## src/rtl/alu_pkg.sv

```systemverilog
// Shared types and the golden result function for the 3-bit operand ALU.
// Pure definitions: no latency, no flow control.
package alu_pkg;

   localparam int DW = 3;
   localparam int RW = 6;

   localparam logic [1:0] OP_XNOR = 2'b00;
   localparam logic [1:0] OP_AND  = 2'b01;
   localparam logic [1:0] OP_OR   = 2'b10;
   localparam logic [1:0] OP_MUL  = 2'b11;

   typedef enum logic {
      CHECK = 1'b0,
      HALT  = 1'b1
   } chk_state_e;

   typedef struct packed {
      logic          vld;
      logic [1:0]    op;
      logic [RW-1:0] exp;
   } ref_ent_t;

   function automatic logic [RW-1:0] alu_ref(input logic [1:0] op,
                                             input logic [DW-1:0] a,
                                             input logic [DW-1:0] b);
      logic [RW-1:0] r;
      r = '0;
      case (op)
         OP_XNOR: r = {{(RW-DW){1'b0}}, ~(a ^ b)};
         OP_AND:  r = {{(RW-DW){1'b0}}, a & b};
         OP_OR:   r = {{(RW-DW){1'b0}}, a | b};
         OP_MUL:  r = RW'(a) * RW'(b);
      endcase
      return r;
   endfunction

   function automatic logic [7:0] sat_inc8(input logic [7:0] v);
      return (v == 8'hFF) ? v : v + 8'd1;
   endfunction

endpackage

```

## src/rtl/alu_ref_pipe.sv

```systemverilog
// Delay line carrying {valid, op, expected} from operand sample to the compare tap.
// LAT cycles, shifts every clock with no stall; rst empties every stage.
module alu_ref_pipe
   import alu_pkg::*;
#(
   parameter int LAT = 1
) (
   input  logic     clk,
   input  logic     rst,
   input  ref_ent_t in_ent,
   output ref_ent_t tap_ent
);

   ref_ent_t stage_q [LAT];
   ref_ent_t stage_d [LAT];

   always_comb begin
      stage_d[0] = in_ent;
      for (int i = 1; i < LAT; i++) begin
         stage_d[i] = stage_q[i-1];
      end
   end

   always_ff @(posedge clk) begin
      if (rst) begin
         for (int i = 0; i < LAT; i++) begin
            stage_q[i] <= '0;
         end
      end else begin
         stage_q <= stage_d;
      end
   end

   assign tap_ent = stage_q[LAT-1];

endmodule

```

## config.mk

```make
export PLATFORM = sky130hd
export DESIGN_NAME = alu_ref_pipe
export DESIGN_NICKNAME = d
export VERILOG_FILES = /design/src/rtl/alu_pkg.sv /design/src/rtl/alu_ref_pipe.sv
export SDC_FILE = /design/constraint.sdc
export NUM_CORES = 1
export LEC_CHECK = 0
export CAP_MARGIN = 15
export CORE_AREA = 10 10 47 49
export CTS_BUF_LIST = sky130_fd_sc_hd__clkbuf_4
export DETAILED_ROUTE_END_ITERATION = 8
export DIE_AREA = 0 0 57 59
export HOLD_SLACK_MARGIN = 0.05
export PLACE_DENSITY = 0.52
export SLEW_MARGIN = 10
export SYNTH_ARGS = -nofsm -noshare
export SYNTH_HDL_FRONTEND = slang
export SYNTH_SLANG_ARGS = --single-unit
```

## constraint.sdc

```tcl
create_clock -name clk -period 0.8 [get_ports clk]
set_input_delay 0.16 -clock clk [delete_from_list [all_inputs] [get_ports clk]]
set_output_delay 0.16 -clock clk [all_outputs]
set_load 0.02 [all_outputs]
```

==> results.yml <==
routing:
  total_via_count_after_detailed_routing: 210
  post_detailed_route_drc_marker_count: 0
  totalWireLength_um: 714
  drt_iter0_drc: 0
  drt_first_pass_iters: 1
  vias_per_cell: 3.68
  drtAntennaViolNets: 0
  detail_route.wl_per_cell_um: 12.5
power_and_ir_drop:
  net-switching-power_uw: 215
  power_switching_share: 0.212
  comb_power_share: 0.151
  power-per-cell-area_mw_per_mm2: 2030
  leakage_power_figure_uw: 0.000209
  internal_power_uw: 799
  pwr-share-clk: 0.368
  power.sequential.fraction: 0.481
  ir_drop_mv: 0.869
final_layout:
  area_growth_syn_to_layout_pct: 111
  commonest_non_fill_non_tap_cells_in_the_layout: "10 x sky130_fd_sc_hd__clkdlybuf4s50_1, 9 x sky130_fd_sc_hd__nor2b_1, 9 x sky130_fd_sc_hd__buf_6, 9 x sky130_fd_sc_hd__dfxtp_2, 4 x sky130_fd_sc_hd__clkbuf_4"
  final_cell_count_no_fill: 57
  largest_reg_flops: 9
  final_core_util: 0.356
  fin_nets: 53
  multi_input_gate_area_um2: 56.3
  final-seq-area_um2: 191
  fraction_of_final_layout_cells_sized_beyond_drive_strength_1: 0.537
  antenna_cells: 0
  layout_commonest_cell: "sky130_fd_sc_hd__clkdlybuf4s50_1"
  filler_cell_count: 154
min_path:
  holdCritStartpoint: "in_ent[4]"
  hold_path_class: "input pin to flip-flop"
worst_setup_path:
  arrival_ns: 0.69
  critPathSlowestCell: "sky130_fd_sc_hd__dfxtp_2"
  setup.worst_path.class: "flip-flop to output port"
  worstSetupEndpointType: "output port"
  critical_path_buf_inv_count: 1
  timing.critical_path.slowest_cell_delay_ns: 0.32
  path_delay_family: "flip-flops"
  startpoint_type: "flip-flop"
  cp_data_required_time_ns: 0.64
  timing.critical_path.cells: "buf_6"
  crit_fanout: 1
  critPathLaunch: "tap_ent[3]"
outcome:
  violations: "setup timing"
  outcome: "complete, but fails checks"
timing:
  worst-slew-pin-transition_ns: 0.295
  timing.max_slew.rel_slack: 0.803
  maxClockFrequency_ghz: 1.17
  fin_hold_ws_ns: 0.452
  final.setup.tns_ns: -0.439
  hold_violations: 0
  rsz0062_at_grt: "yes"
  final_max_slew_viol_count: 0
  layout_min_cycle_time_ns: 0.852
  setup_slack_ns: -0.0522
  setup_violations: 9
  final.period_utilization: 1.07
die:
  placement_rows: 14
  die_w_um: 57
  design.portCount: 20
  die_y_um: 59
  core_area_mm2: 0.00140
  start_util: 0.169
  dieArea_mm2: 0.00336
clock_network:
  post_cts_hold_buffer_count: 0
  clock_tree.buffer_depth: 2
  cts_root_buffer: "sky130_fd_sc_hd__clkbuf_4"
  clock_tree_from_tritoncts: "done"
  cts.repair_timing.setup_buffer_count: 0
  htreeDepth: 1
  cts_sinks: 9
  cts-buffers-inserted: 3
  cts.reportedPaths.clkPinSlew_ns: 0.06
synthesis:
  ys_types: 2
  postSynthNetCount: 29
  syn-cell-area_um2: 236
  netlist.area_leader.share: 0.762
  ys_seq_elements: 9
  avg_cell_area_syn_um2: 13.1
  synth_cells: 18
  synth.largest_area_cell: "sky130_fd_sc_hd__dfxtp_1"
  post_synth_main_area_contributors: "sky130_fd_sc_hd__dfxtp_1 76%, sky130_fd_sc_hd__nor2b_1 24%"
  synth_sequential_area_ratio: 0.762
  synth-warning-count: 0
run:
  maxCapViolCount: 0
placed_design:
  io_buffer_count: 19
  dp_slack_ns: -0.279
  placedCellCount: 53
  gpl.final_weighted_congestion: 0.590
  detailed_placer_s_ending_hpwl_um: 585
global_routing:
  wire_length_of_the_first_global_routing_pass_um: 1170
  grt_pass1_vias: 265
  antenna_violations_before_repair: 0
  grt.total_usage: 0.0477
  grt_start_max_net_pins: 10
  grt_overflow_total: 0
[power by group through the flow]
stage / Sequential [uW] / Clock (uW) / Combinational (uW)
2_1_floorplan: 520 / 0 / 14.9
3_3_place_gp: 488 / 0 / 148
3_5_place_dp: 489 / 0 / 150
4_1_cts: 488 / 387 / 156
5_1_grt: 491 / 433 / 163
6_report: 488 / 373 / 153
[routing by layer]
layer  GRT usage  part of all wire
met5           0                 0
met4      0.0201                 0
met3      0.0665              0.19
met2      0.0744              0.51
met1      0.0299              0.30
[path summary, 6_finish.rpt]
check,to,slack [ns],cells after the start
max,tap_ent[3],-0.05,1
min,tap_ent[4],0.45,2
[metrics by stage]
step	total power, uW	area, um^2
after floorplan	534	236
after global placement	635	447
after detailed placement	639	447
after CTS	1030	499
after global routing	1090	499
final	1010	499
[synth_stat cells]
master,number
sky130_fd_sc_hd__nor2b_1,9
sky130_fd_sc_hd__dfxtp_1,9
[cell type report]
cell class / instances / area share
Clock buffer: 4 / 0.0602
Multi-Input combinational cell: 9 / 0.113
Sequential cell: 9 / 0.383
Tap cell: 16 / 0.0401
Timing Repair Buffer: 19 / 0.404
[logic make-up after synthesis]
group and share of synthesized area:
DFF 0.762, and+or+nand+nor 0.238
[timing repair]
| action | in CTS | in global routing |
|---|---|---|
| endpoints found under the setup margin | 9 | 9 |
| pin swaps | 0 | 0 |
| gates resized for setup | 63 | 0 |
(Power assumes the default switching activity.)
